### src/rtl/key_pkg.sv
// Shared types and 100 MHz timing defaults for the front-panel key conditioner.
package key_pkg;

  typedef enum logic [1:0] {
    IDLE       = 2'd0,
    PRESS_DB   = 2'd1,
    HELD       = 2'd2,
    RELEASE_DB = 2'd3
  } key_state_t;

  localparam int DEF_DB_CYCLES     = 500_000;
  localparam int DEF_HOLD_CYCLES   = 50_000_000;
  localparam int DEF_REPEAT_CYCLES = 20_000_000;

  // Bits needed to hold values 0..n, never less than one.
  function automatic int cnt_width(input int n);
    return (n < 1) ? 1 : $clog2(n + 1);
  endfunction

endpackage

### src/rtl/key_debounce_ch.sv
// One key channel: 2-flop synchroniser, debounce FSM and auto-repeat timer.
//   state      | meaning
//   IDLE       | debounced released, level 0
//   PRESS_DB   | counting toward pressed
//   HELD       | debounced pressed, level 1, repeat timer running
//   RELEASE_DB | counting toward released, repeat timer still running
module key_debounce_ch
  import key_pkg::*;
#(
  parameter int DB_CYCLES     = DEF_DB_CYCLES,
  parameter int HOLD_CYCLES   = DEF_HOLD_CYCLES,
  parameter int REPEAT_CYCLES = DEF_REPEAT_CYCLES
) (
  input  logic clk,
  input  logic rst,
  input  logic key,
  output logic key_level,
  output logic key_press,
  output logic key_release,
  output logic key_repeat
);

  localparam int DB_W = cnt_width(DB_CYCLES);
  localparam int RP_W = cnt_width((HOLD_CYCLES > REPEAT_CYCLES) ? HOLD_CYCLES : REPEAT_CYCLES);
  localparam logic [DB_W-1:0] DB_LAST  = DB_W'(DB_CYCLES - 1);
  localparam logic [RP_W-1:0] HOLD_LD  = RP_W'(HOLD_CYCLES - 1);
  localparam logic [RP_W-1:0] REPEAT_LD = RP_W'(REPEAT_CYCLES - 1);

  logic [1:0]      sync;
  logic            s;
  key_state_t      state, state_nxt;
  logic [DB_W-1:0] db_cnt, db_nxt;
  logic [RP_W-1:0] rp_cnt, rp_nxt;
  logic            level_nxt, press_nxt, release_nxt, repeat_nxt;

  always_ff @(posedge clk or negedge rst) begin
    if (!rst) sync <= 2'b11;
    else      sync <= {sync[0], key};
  end

  assign s = ~sync[1];

  always_ff @(posedge clk or negedge rst) begin
    if (!rst) begin
      state       <= IDLE;
      db_cnt      <= '0;
      rp_cnt      <= '0;
      key_level   <= 1'b0;
      key_press   <= 1'b0;
      key_release <= 1'b0;
      key_repeat  <= 1'b0;
    end else begin
      state       <= state_nxt;
      db_cnt      <= db_nxt;
      rp_cnt      <= rp_nxt;
      key_level   <= level_nxt;
      key_press   <= press_nxt;
      key_release <= release_nxt;
      key_repeat  <= repeat_nxt;
    end
  end

  always_comb begin
    state_nxt   = state;
    db_nxt      = '0;
    rp_nxt      = '0;
    level_nxt   = key_level;
    press_nxt   = 1'b0;
    release_nxt = 1'b0;
    repeat_nxt  = 1'b0;

    // Repeat timer keeps running through release bounces so the cadence is not restarted.
    if (state == HELD || state == RELEASE_DB) begin
      if (rp_cnt == '0) begin
        repeat_nxt = 1'b1;
        rp_nxt     = REPEAT_LD;
      end else begin
        rp_nxt = rp_cnt - RP_W'(1);
      end
    end

    case (state)
      IDLE: begin
        if (s) state_nxt = PRESS_DB;
      end
      PRESS_DB: begin
        if (!s) begin
          state_nxt = IDLE;
        end else if (db_cnt == DB_LAST) begin
          state_nxt = HELD;
          level_nxt = 1'b1;
          press_nxt = 1'b1;
          rp_nxt    = HOLD_LD;
        end else begin
          db_nxt = db_cnt + DB_W'(1);
        end
      end
      HELD: begin
        if (!s) state_nxt = RELEASE_DB;
      end
      RELEASE_DB: begin
        if (s) begin
          state_nxt = HELD;
        end else if (db_cnt == DB_LAST) begin
          state_nxt   = IDLE;
          level_nxt   = 1'b0;
          release_nxt = 1'b1;
          repeat_nxt  = 1'b0;
          rp_nxt      = '0;
        end else begin
          db_nxt = db_cnt + DB_W'(1);
        end
      end
    endcase
  end

endmodule

### src/rtl/key_debounce.sv
// Front-panel key conditioner: NUM_KEYS independent debounced channels with
// press, release and auto-repeat strobes.
module key_debounce
  import key_pkg::*;
#(
  parameter int NUM_KEYS      = 2,
  parameter int DB_CYCLES     = DEF_DB_CYCLES,
  parameter int HOLD_CYCLES   = DEF_HOLD_CYCLES,
  parameter int REPEAT_CYCLES = DEF_REPEAT_CYCLES
) (
  input  logic                clk,
  input  logic                rst,
  input  logic [NUM_KEYS-1:0] key,
  output logic [NUM_KEYS-1:0] key_level,
  output logic [NUM_KEYS-1:0] key_press,
  output logic [NUM_KEYS-1:0] key_release,
  output logic [NUM_KEYS-1:0] key_repeat
);

  for (genvar i = 0; i < NUM_KEYS; i++) begin : g_ch
    key_debounce_ch #(
      .DB_CYCLES    (DB_CYCLES),
      .HOLD_CYCLES  (HOLD_CYCLES),
      .REPEAT_CYCLES(REPEAT_CYCLES)
    ) u_ch (
      .clk        (clk),
      .rst        (rst),
      .key        (key[i]),
      .key_level  (key_level[i]),
      .key_press  (key_press[i]),
      .key_release(key_release[i]),
      .key_repeat (key_repeat[i])
    );
  end

endmodule

### config.mk
export PLATFORM = sky130hd
export DESIGN_NAME = key_debounce
export DESIGN_NICKNAME = d
export VERILOG_FILES = /design/src/rtl/key_pkg.sv /design/src/rtl/key_debounce_ch.sv /design/src/rtl/key_debounce.sv
export SDC_FILE = /design/constraint.sdc
export NUM_CORES = 1
export LEC_CHECK = 0
export CORE_MARGIN = 3
export CORE_UTILIZATION = 35
export DETAILED_ROUTE_END_ITERATION = 12
export SYNTH_ARGS = -nofsm -noshare
export SYNTH_HDL_FRONTEND = slang
export SYNTH_SLANG_ARGS = --single-unit
### constraint.sdc
create_clock -name clk -period 6.9 [get_ports clk]
set_input_delay 1.38 -clock clk [delete_from_list [all_inputs] [get_ports clk]]
set_output_delay 1.38 -clock clk [all_outputs]
set_load 0.05 [all_outputs]
### Yosys cells after proc, flatten, opt, wreduce, memory -nomap -nowiden

Cells that the tools add are included.
W data, S select, Z words.

* register bits after elaboration: 106
* bits of input ports: 4
* output and inout bits: 8
* logic and storage cells: 122

* add/sub/neg operators: 4
* equal/unequal tests: 24
* multiplexer cells: 66
* reductions and logical operators: 12

Operator list (number)
* $mux W26: 12
* $mux W19: 6
* $pmux W26 S2: 2
* $pmux W19 S2: 2
* $logic_not A26 Y1: 2
* $sub A26 B1 Y26 const B: 2
* $add A19 B1 Y19 const B: 2
* $eq A19 B19 Y1 const B: 2
* $mux W1: 28
* $mux W2: 12
* $pmux W2 S4: 2
* $ne A2 B1 Y1 const B: 6
* $ne A2 B2 Y1 const B: 6
* $reduce_and A5 Y1: 2
* $eq A2 B2 Y1 const B: 4
* $reduce_and A4 Y1: 2
* $ne A3 B1 Y1 const B: 2
* $ne A3 B3 Y1 const B: 2
* $eq A2 B1 Y1 const B: 2
* $logic_not A2 Y1: 2
* $pmux W1 S2: 2
* $reduce_bool A2 Y1: 2
* $logic_or A1 B1 Y1: 2

### Logic depth before layout (Yosys ltp)

Gate-level depths: netlist of the first run.

* depth in word-level cells: 6
* mapped depth: 7
* mapped depth without buffers: 7

### Modules after synthesis

From an unflattened synthesis of the first run, not the netlist that was laid out.

* cell total of the unflattened synthesis: 505
* area, all modules: 5192.5 µm²

Modules (own cells, without submodules)
* key_debounce_ch at g_ch[1].u_ch: instances 1, cells an instance 249, area an instance 2608.8 µm², sequential area each 1328.8 µm²
* key_debounce_ch at g_ch[0].u_ch: instances 1, cells an instance 256, area an instance 2583.7 µm², sequential area each 1328.8 µm²

### Worst setup path after synthesis of the first run

No wires, ideal clock.

* path type: flip-flop to flip-flop
* from: register g_ch[1].u_ch.rp_cnt[9]
* to: register g_ch[1].u_ch.rp_cnt[24]
* library setup time: 0.094 ns
* arrival time: 2.082 ns
* data required time: 6.806 ns
* slack: 4.724 ns
* stages on the path, launching flop included: 7
* buffers on the path: 1
* clock period less this slack: 2.176 ns
* cell sequence: dfrtp_1 > or4_4 > or4_4 > buf_6 > nor4_2 > a211oi_1 > a211oi_1

* cells in the longest elaborated chain, start to end: 6
* elaborated cells between the ends (all ways): 9
* classes of those cells: 1 x add/sub; 7 x mux; 1 x reduce/logical

Ends and longest elaborated chain
* start: declaration: line key_debounce_ch.sv:33 `logic [RP_W-1:0] rp_cnt, rp_nxt;`
* start signal: assignment: line key_debounce_ch.sv:55 `rp_cnt <= rp_nxt;`
* $sub A26 B1 Y26 / $logic_not A26 Y1 (equally long branches): line key_debounce_ch.sv:78, key_debounce_ch.sv:74
* $mux W26 (*): line key_debounce_ch.sv:74 `if (rp_cnt == '0) begin`
* $mux W26 (*): line key_debounce_ch.sv:73 `if (state == HELD || state == RELEASE_DB) begin`
* $mux W26 (on tied branches): line key_debounce_ch.sv:104, key_debounce_ch.sv:89
* $mux W26 (on tied branches): line key_debounce_ch.sv:102, key_debounce_ch.sv:87
* $pmux W26 S2 (*): line key_debounce_ch.sv:82 `case (state)`
* via g_ch[1].u_ch.rp_nxt[24]: line key_debounce_ch.sv:33

The timed path passes the listed nets; every way through them passes the cells marked *.
A chain may end at the register's enable or synchronous reset.

### Worst setup path after layout of the first run

* from: register g_ch[0].u_ch.key_level
* to: output key_level[0]

RTL lines
* start: declaration: line key_debounce_ch.sv:17 `output logic key_level,`
* start signal: assignment: line key_debounce_ch.sv:56 `key_level <= level_nxt;`
* end: declaration: line key_debounce.sv:14 `output logic [NUM_KEYS-1:0] key_level,`

No word-level cell between the ends.

==> results of run 1 <==
worst paths after layout:
kind / startpoint / to / slack, ns / cells after the start
max: g_ch[0].u_ch.key_level / key_level[0] / 4.00 / 1
min: g_ch[1].u_ch.sync[0] / g_ch[1].u_ch.sync[1] / 0.36 / 0
max reg2reg: g_ch[1].u_ch.rp_cnt[9] / g_ch[1].u_ch.rp_cnt[3] / 4.26 / 5
min reg2reg: g_ch[1].u_ch.sync[0] / g_ch[1].u_ch.sync[1] / 0.36 / 0
max in group asynchronous: rst / g_ch[0].u_ch.db_cnt[8] / 4.66 / 2
min in group asynchronous: rst / g_ch[1].u_ch.key_release / 0.90 / 1
cell families after synthesis:
logic type | Yosys count | share of synthesized area, %
xor gates and xnor gates | 72 | 12.1
AOI/OAI and AO/OA | 61 | 7.23
muxes | 1 | 0.192
buffers and inverters | 37 | 3.44
and+or+nand+nor | 234 | 24.8
adders and majority gates | 5 | 1.20
DFF | 106 | 51.0
report_power, final:
| group | total (mW) | internal (mW) | switching [mW] |
|---|---|---|---|
| clock | 0.551 | 0.319 | 0.231 |
| combinational | 0.0200 | 0.00358 | 0.0165 |
| sequential | 0.628 | 0.625 | 0.00292 |
cells in the final DEF (no fill, tap or decap), types with 3 or more instances in the layout:
cell type	count
sky130_fd_sc_hd__xnor2_1	43
sky130_fd_sc_hd__nand4_1	14
sky130_fd_sc_hd__a211oi_1	4
sky130_fd_sc_hd__dfstp_2	4
sky130_fd_sc_hd__nor3_1	25
sky130_fd_sc_hd__and4_1	10
sky130_fd_sc_hd__nor2_1	70
sky130_fd_sc_hd__inv_1	13
sky130_fd_sc_hd__xor2_1	29
sky130_fd_sc_hd__nand2b_1	6
sky130_fd_sc_hd__nand3_1	21
sky130_fd_sc_hd__or4_1	7
sky130_fd_sc_hd__clkbuf_16	9
sky130_fd_sc_hd__and2_1	4
sky130_fd_sc_hd__or3_1	7
sky130_fd_sc_hd__a31oi_1	6
sky130_fd_sc_hd__ha_1	5
sky130_fd_sc_hd__dfrtp_1	102
sky130_fd_sc_hd__o31ai_1	3
sky130_fd_sc_hd__nand2_1	25
sky130_fd_sc_hd__and3_1	9
sky130_fd_sc_hd__nor4_2	6
sky130_fd_sc_hd__clkdlybuf4s50_1	10
sky130_fd_sc_hd__a21oi_1	24
sky130_fd_sc_hd__nor4_1	13
sky130_fd_sc_hd__o21ai_0	12
sky130_fd_sc_hd__nor4b_1	5
registers in the layout (all words and copies together) (netlist names), named ones only:
signal	flops
g_ch.u_ch.rp_cnt	52
g_ch.u_ch.db_cnt	38
g_ch.u_ch.sync	4
g_ch.u_ch.key_level	2
g_ch.u_ch.key_press	2
g_ch.u_ch.key_release	2
g_ch.u_ch.key_repeat	2
g_ch.u_ch.state	2
routing by layer:
layer	track usage (%)	up-vias	share of wire, %
met4	3.56	0	1.0
met1	18.1	1870	50
met5	0	-	0
met3	3.33	8	3.4
li1	-	1820	-
met2	20.0	57	45
final cells by class:
| cell class | count | area, um^2 | area share, % |
|---|---|---|---|
| Clock buffer | 10 | 229 | 3.99 |
| Clock inverter | 6 | 92.6 | 1.61 |
| Inverter | 14 | 52.6 | 0.915 |
| Multi-Input combinational cell | 373 | 2370 | 41.3 |
| Sequential cell | 106 | 2660 | 46.3 |
| Tap cell | 180 | 225 | 3.92 |
| Timing Repair Buffer | 12 | 115 | 2.00 |
==> results.md, run 1 <==
- Compared with the post-synthesis result, the final layout area differs by 10.3%.
- The via count is 3755.
- The die footprint is 16400 um^2.
- In this run the number of H-tree levels came out at 3.
- The die boundary width is 128 um.
- The number of nets in the synthesized netlist is 525.
- Once detail routing completed, the nets flagged for antenna violations numbered 0.
- In the synthesized netlist the async set-or-reset flop fraction comes to 100%.
- Hold is met by 0.358 ns.
- The kind of critical path is flip-flop to primary output.
- The endpoint class of the critical path is a primary output.
- The residual overflow from global routing is 0.
- The count of standard-cell rows is 43.
- Synthesis produced a netlist whose cell count is 516.
- The detailed-routing iteration count for the pre-antenna-repair pass is 4.
- Hold repair after CTS inserted 0 buffers.
- The most common flop cell mapped by yosys is sky130_fd_sc_hd__dfrtp_1.
- Prior to clock tree synthesis, the placed netlist has a worst setup slack of 4.18 ns.
- The combined global-route utilization of all metal layers is 13.0%.
- The routability congestion estimate from global placement is 0.812.
- Summed over all nets, the half-perimeter wirelength after detailed placement is 6.63 mm.
- The total design power is 1.20 mW.
- The worst-case setup margin in the final layout is 4.00 ns.
- The count of maximum capacitance violations is 0.
- The path class of the tightest hold or removal check is flip-flop to flip-flop.
- On the worst path, the slowest cell contributes a delay of 0.81 ns.
- The first-pass GRT wire length is 17.7 mm.
- Dividing the final minimum period by the clock period gives 42.0%.
- The most common cell in the synthesized netlist is sky130_fd_sc_hd__dfrtp_1.
- Setup repair after global routing left no endpoint under its margin.
- After the flow finishes, the layout carries non-filler instances totaling 701.
- The number of nets in the layout is 525.
- The library cell occupying the most area in the post-synthesis netlist is sky130_fd_sc_hd__dfrtp_1.
- The number of buffers inserted by port buffering is 11.
- 0 antenna diodes ended up in the layout.
- The share of cells above drive strength 1 is 6.91%.
- TritonCTS built the clock tree.
- The reported leakage power is 2.65 nW.
- The initial cell density of the core is 36.7%.
- The fraction of post-synthesis cell area in the top cell type by area is 49.0%.
- Synthesis instantiated 50 different standard cells from the library.
- The post-synthesis sequential area ratio is 51.0%.
- The signal on the critical path passes through clkdlybuf4s50_1.
- The data required time at the worst endpoint is 5.52 ns.
- The highest clock frequency the design can meet is 0.345 GHz.
- The clock transition at the registers of the reported paths is 0.07 ns.
- Ranked by instance count, the synthesized netlist is headed by sky130_fd_sc_hd__dfrtp_1 (102), sky130_fd_sc_hd__nor2_1 (70), sky130_fd_sc_hd__xnor2_1 (43).
- The total of cells resized after clock tree synthesis is 0.
- The pin slew with the least headroom to its limit is 1.07 ns.
- The clock root buffer is sky130_fd_sc_hd__clkbuf_16.
- In this design, the largest share of critical-path delay is due to buffers and inverters.
- The type of element launching the critical path is a flip-flop.
- The hold violation count in the final report is 0.
- The number of buffers inserted by post-CTS setup repair is 0.
- For this run, the share of the core covered by cells in the final layout is 40.4%.
- The worst slew margin relative to its limit is 28.8%.
- The maximum net fanout on the critical path is 3.
- The cell area after placement is 5420 um^2.
- The insertion delay to the later sink of the worst-skew pair is 0.35 ns.
- The power density over the cells is 209 nW/um^2.
- The detailed router's first-iteration violation count is 186.
- The peak supply drop is 0.121 mV.
- The core box area is 14200 um^2.
- The time the worst path needs with I/O delays and setup is 2.90 ns.
- The final layout contains routed wiring with a total length of 10.0 mm.
- On the critical path, the stage with the largest delay is an instance of sky130_fd_sc_hd__clkdlybuf4s50_1.
- The total placed cells including tap cells is 685.
- The clock drives 106 sinks.
- The number of buffers on the longest clock path is 2.
- The initial antenna violation count came to 0.
- The Yosys step of the flow raised 0 warnings.
- The clock tree skew after final layout is 0.0102 ns.
- The number of buffers added by the clock tree synthesis step is 9.
- The flow ran to the end, and the final reports show no timing, DRC or antenna violations.
- The via count of the first global-routing pass is 3710.
- The die height is 128 um.
- The number of buffers and inverters on the critical path is 1.
- The critical path arrival is 1.52 ns.
- Setup violations remaining at the end of the flow were counted as 0.
- Using the TritonRoute via totals, the vias-per-cell ratio works out to 5.36.
- After detailed routing, the number of remaining DRC violations is 0.
- In this run, synthesis inferred 0 flip-flops with an integrated enable.
- The final-report max-slew violation count was 0.
- Counting the fill cells in the layout gives 1406.
- The final non-filler cell area is 5740 um^2.
- By area the synthesized netlist is led by sky130_fd_sc_hd__dfrtp_1 (49%), sky130_fd_sc_hd__xnor2_1 (7.2%), sky130_fd_sc_hd__nor2_1 (5.0%).
- After detailed routing, the average wire length per cell comes to 14.3 um.
- The sum of negative setup slack is 0 ns.
- The pin count of the biggest net entering global routing is 88.
- Summing every instance area after synthesis gives 5210 um^2.
- Each instance of the synthesized netlist takes up on average 10.1 um^2.
- The count of boundary I/O pins is 12.
- The number of flip-flops and latches in the synthesized netlist is 106.
Note: power is estimated with default switching activity, not from simulation.
==> run 2: changes to the inputs <==
- clock period: 6.9 -> 2.5 ns (I/O delays scaled with it)
==> run 2 against run 1 <==
Combinational power rose to 3.2 times the previous value. Clock power grew to 2.6 times the previous value. Sequential power rose to 2.8 times the previous value. Die area unchanged.
==> results.md, run 2 (synthesis gave the netlist of run 1 again) <==
- The clock passes through at most 2 buffers.
- The number of H-tree branching levels is 3.
- The reported leakage power is 2.74 nW.
- The initialized floorplan defines 43 standard-cell rows.
- The largest registers in the layout are g_ch.u_ch.rp_cnt (52), g_ch.u_ch.db_cnt (38), g_ch.u_ch.sync (4).
- After detailed routing, the total wire length is 10.3 mm.
- Based on the critical path, the design can be clocked at up to 0.430 GHz.
- Before antenna repair, the detailed router went through 4 iterations.
- The number of buffers added by the clock tree synthesis step is 9.
- From bottom edge to top edge, the die measures 128 um.
- The maximum net fanout on the critical path is 7.
- The worst slew margin relative to its limit is 57.3%.
- In this run the cell area measured after placement is 5570 um^2.
- For this design, the slowest cell found on the critical path is sky130_fd_sc_hd__or4_1.
- The average detailed-routed wire length per instance is 14.3 um.
- The final-report max-slew violation count is 0.
- The worst-case setup margin in the final layout is 0.174 ns.
- The antenna diode count is 0.
- The time the worst path needs with I/O delays and setup is 2.33 ns.
- The detailed router's first-iteration violation count is 304.
- The first-pass GRT wire length is 18.4 mm.
- The cell occurring most often along the worst timing path is sky130_fd_sc_hd__or4_1.
- The power density over the cells is 554 nW/um^2.
- The die covers 16400 um^2.
- The final non-filler cell area is 5880 um^2.
- TritonCTS built the clock tree.
- The initial cell density of the core is 36.7%.
- In the finished design, the share of the clock period the worst path needs comes to 93.0%.
- Counting flops per register, the top entry is g_ch.u_ch.rp_cnt.
- The pin count of the biggest net entering global routing is 47.
- The largest stage delay on the critical path is 0.61 ns.
- The register with the most flip-flops in the layout has 52 of them.
- The number of buffers inserted by port buffering is 11.
- The clock reaches the later pin of the worst-skew pair after 0.35 ns.
- The data required time at the worst endpoint is 2.73 ns.
- The hold violation count in the final report is 0.
- The total overflow left after global routing is 0.
- Detailed placement ended at an HPWL of 6.93 mm.
- The minimum setup slack after placement is 0.158 ns.
- The clock drives 106 sinks.
- The share of cells above drive strength 1 is 9.87%.
- Summing all flip-flop and latch instances after layout gives 2660 um^2.
- The number of fill cells in the layout is 1378.
- For this run, the number of standard cells in the final layout without fillers is 717.
- VDD sags by at most 0.329 mV.
- The critical path arrival is 2.55 ns.
- The via count of the first global-routing pass came to 3808.
- The remaining antenna violation count is 0.
- The clock tree skew after final layout is 0.00871 ns.
- The min-delay analysis places its worst path in the category input port to async pin.
- The library cells used most frequently in the layout, excluding fill and tap cells, are sky130_fd_sc_hd__dfrtp_1 (102), sky130_fd_sc_hd__nor2_1 (70), sky130_fd_sc_hd__xnor2_1 (43), sky130_fd_sc_hd__xor2_1 (29).
- At the end of the flow the core is filled with cells to 41.4%.
- Leaving out fill and tap cells, the most frequent cell in the layout is sky130_fd_sc_hd__dfrtp_1.
- The tool flagged a number of max-cap violations equal to 0.
- In this run, placement finished with an instance count of 701.
- The core box area is 14200 um^2.
- At the end of routability-driven placement, the weighted congestion stood at 0.815.
- The die is 128 um wide.
- The via count is 3779.
- The final layout contains 541 nets.
- The synthesis-to-finish area growth is 12.9%.
- The worst hold margin is 0.164 ns.
- STA classifies the critical path startpoint as a flip-flop.
- Using the TritonRoute via totals, the vias-per-cell ratio works out to 5.27.
- The run finished with clean final reports.
- The cell sitting at the root of the clock tree is a sky130_fd_sc_hd__clkbuf_16.
- Summing all multi-input logic gate instances after layout gives 2380 um^2.
- 12 I/O pins were placed.
- STA classifies the critical path endpoint as a flip-flop.
- The total DRC errors in the routed layout is 0.
- After clock tree synthesis, the clock-pin slew on the worst setup and hold paths is 0.07 ns.
- The worst setup path is of the flip-flop to flip-flop kind.
- The signal on the critical path passes through or4_1 > or4_1 > nor3_4 > and4_1 > nor3_1.
- At the pin with the least slew margin, the transition time is 0.641 ns.
- The initial antenna violation count is 0.
- The number of endpoints failing setup at the final stage is 0.
- After clock tree synthesis, the setup repair step added 0 buffers.
- The combined global-route utilization of all metal layers is 13.7%.
run 2: changes by cell type in the layout (fill, tap and decap cells not counted):
cell,before,now
sky130_fd_sc_hd__buf_12,0,2
sky130_fd_sc_hd__clkinv_2,0,1
sky130_fd_sc_hd__nor4b_2,0,1
sky130_fd_sc_hd__bufinv_16,2,1
sky130_fd_sc_hd__clkbuf_8,0,2
sky130_fd_sc_hd__clkinv_4,2,0
sky130_fd_sc_hd__nor4b_1,5,4
sky130_fd_sc_hd__buf_4,2,16
run 2: final cells by class:
| type | count | area share, % |
|---|---|---|
| timing repair buffer | 28 | 4.43 |
| clock inverter | 4 | 0.851 |
| sequential | 106 | 45.2 |
| multi-input combinational | 373 | 40.4 |
| tap | 180 | 3.83 |
| clock buffer | 12 | 4.36 |
| inverter | 14 | 0.894 |
run 2: timing repair:
| action | in CTS | in global routing |
|---|---|---|
| setup endpoints to repair | 0 | 6 |
| resized for setup | 0 | 1 |
| hold buffers | 0 | 0 |
run 2: critical path: cells and delay by family, from the launching register on:
kind             cells  cell delay, ns
DFF                  1            0.43
and+or+nand+nor      5            1.78
run 2: worst paths after layout:
| kind | slack (ns) | depth (start not counted) | end | start |
|---|---|---|---|---|
| max | 0.17 | 5 | g_ch[1].u_ch.rp_cnt[19] | g_ch[1].u_ch.rp_cnt[2] |
| min | 0.16 | 1 | g_ch[1].u_ch.db_cnt[4] | rst |
| max reg2reg | 0.17 | 5 | g_ch[1].u_ch.rp_cnt[19] | g_ch[1].u_ch.rp_cnt[2] |
| min reg2reg | 0.36 | 0 | g_ch[0].u_ch.sync[1] | g_ch[0].u_ch.sync[0] |
| max in group asynchronous | 1.66 | 2 | g_ch[0].u_ch.sync[1] | rst |
| min in group clk | 0.36 | 0 | g_ch[0].u_ch.sync[1] | g_ch[0].u_ch.sync[0] |
run 2: where the power goes:
group / leakage, nW / internal, mW / switching (mW) / total, mW
clock network: 0.145 / 0.830 / 0.632 / 1.46
registers: 1.46 / 1.72 / 0.00795 / 1.73
logic: 1.13 / 0.0172 / 0.0476 / 0.0648
run 2: layer usage:
metal / part of all wire (%) / global-route usage, % / wire (um) / up-vias
li1: - / - / - / 1858
met1: 50 / 18.8 / 5170 / 1847
met2: 45 / 21.3 / 4600 / 57
met3: 3.4 / 3.13 / 347 / 17
met4: 1.6 / 4.62 / 167 / 0
met5: 0 / 0 / 0 / -
run 2: through the flow:
stage	power (mW)	setup TNS, ns
after floorplan	1.78	0
after global placement	1.83	0
after detailed placement	1.83	0
after CTS	3.32	0
after global routing	3.39	-0.00380
final	3.26	0
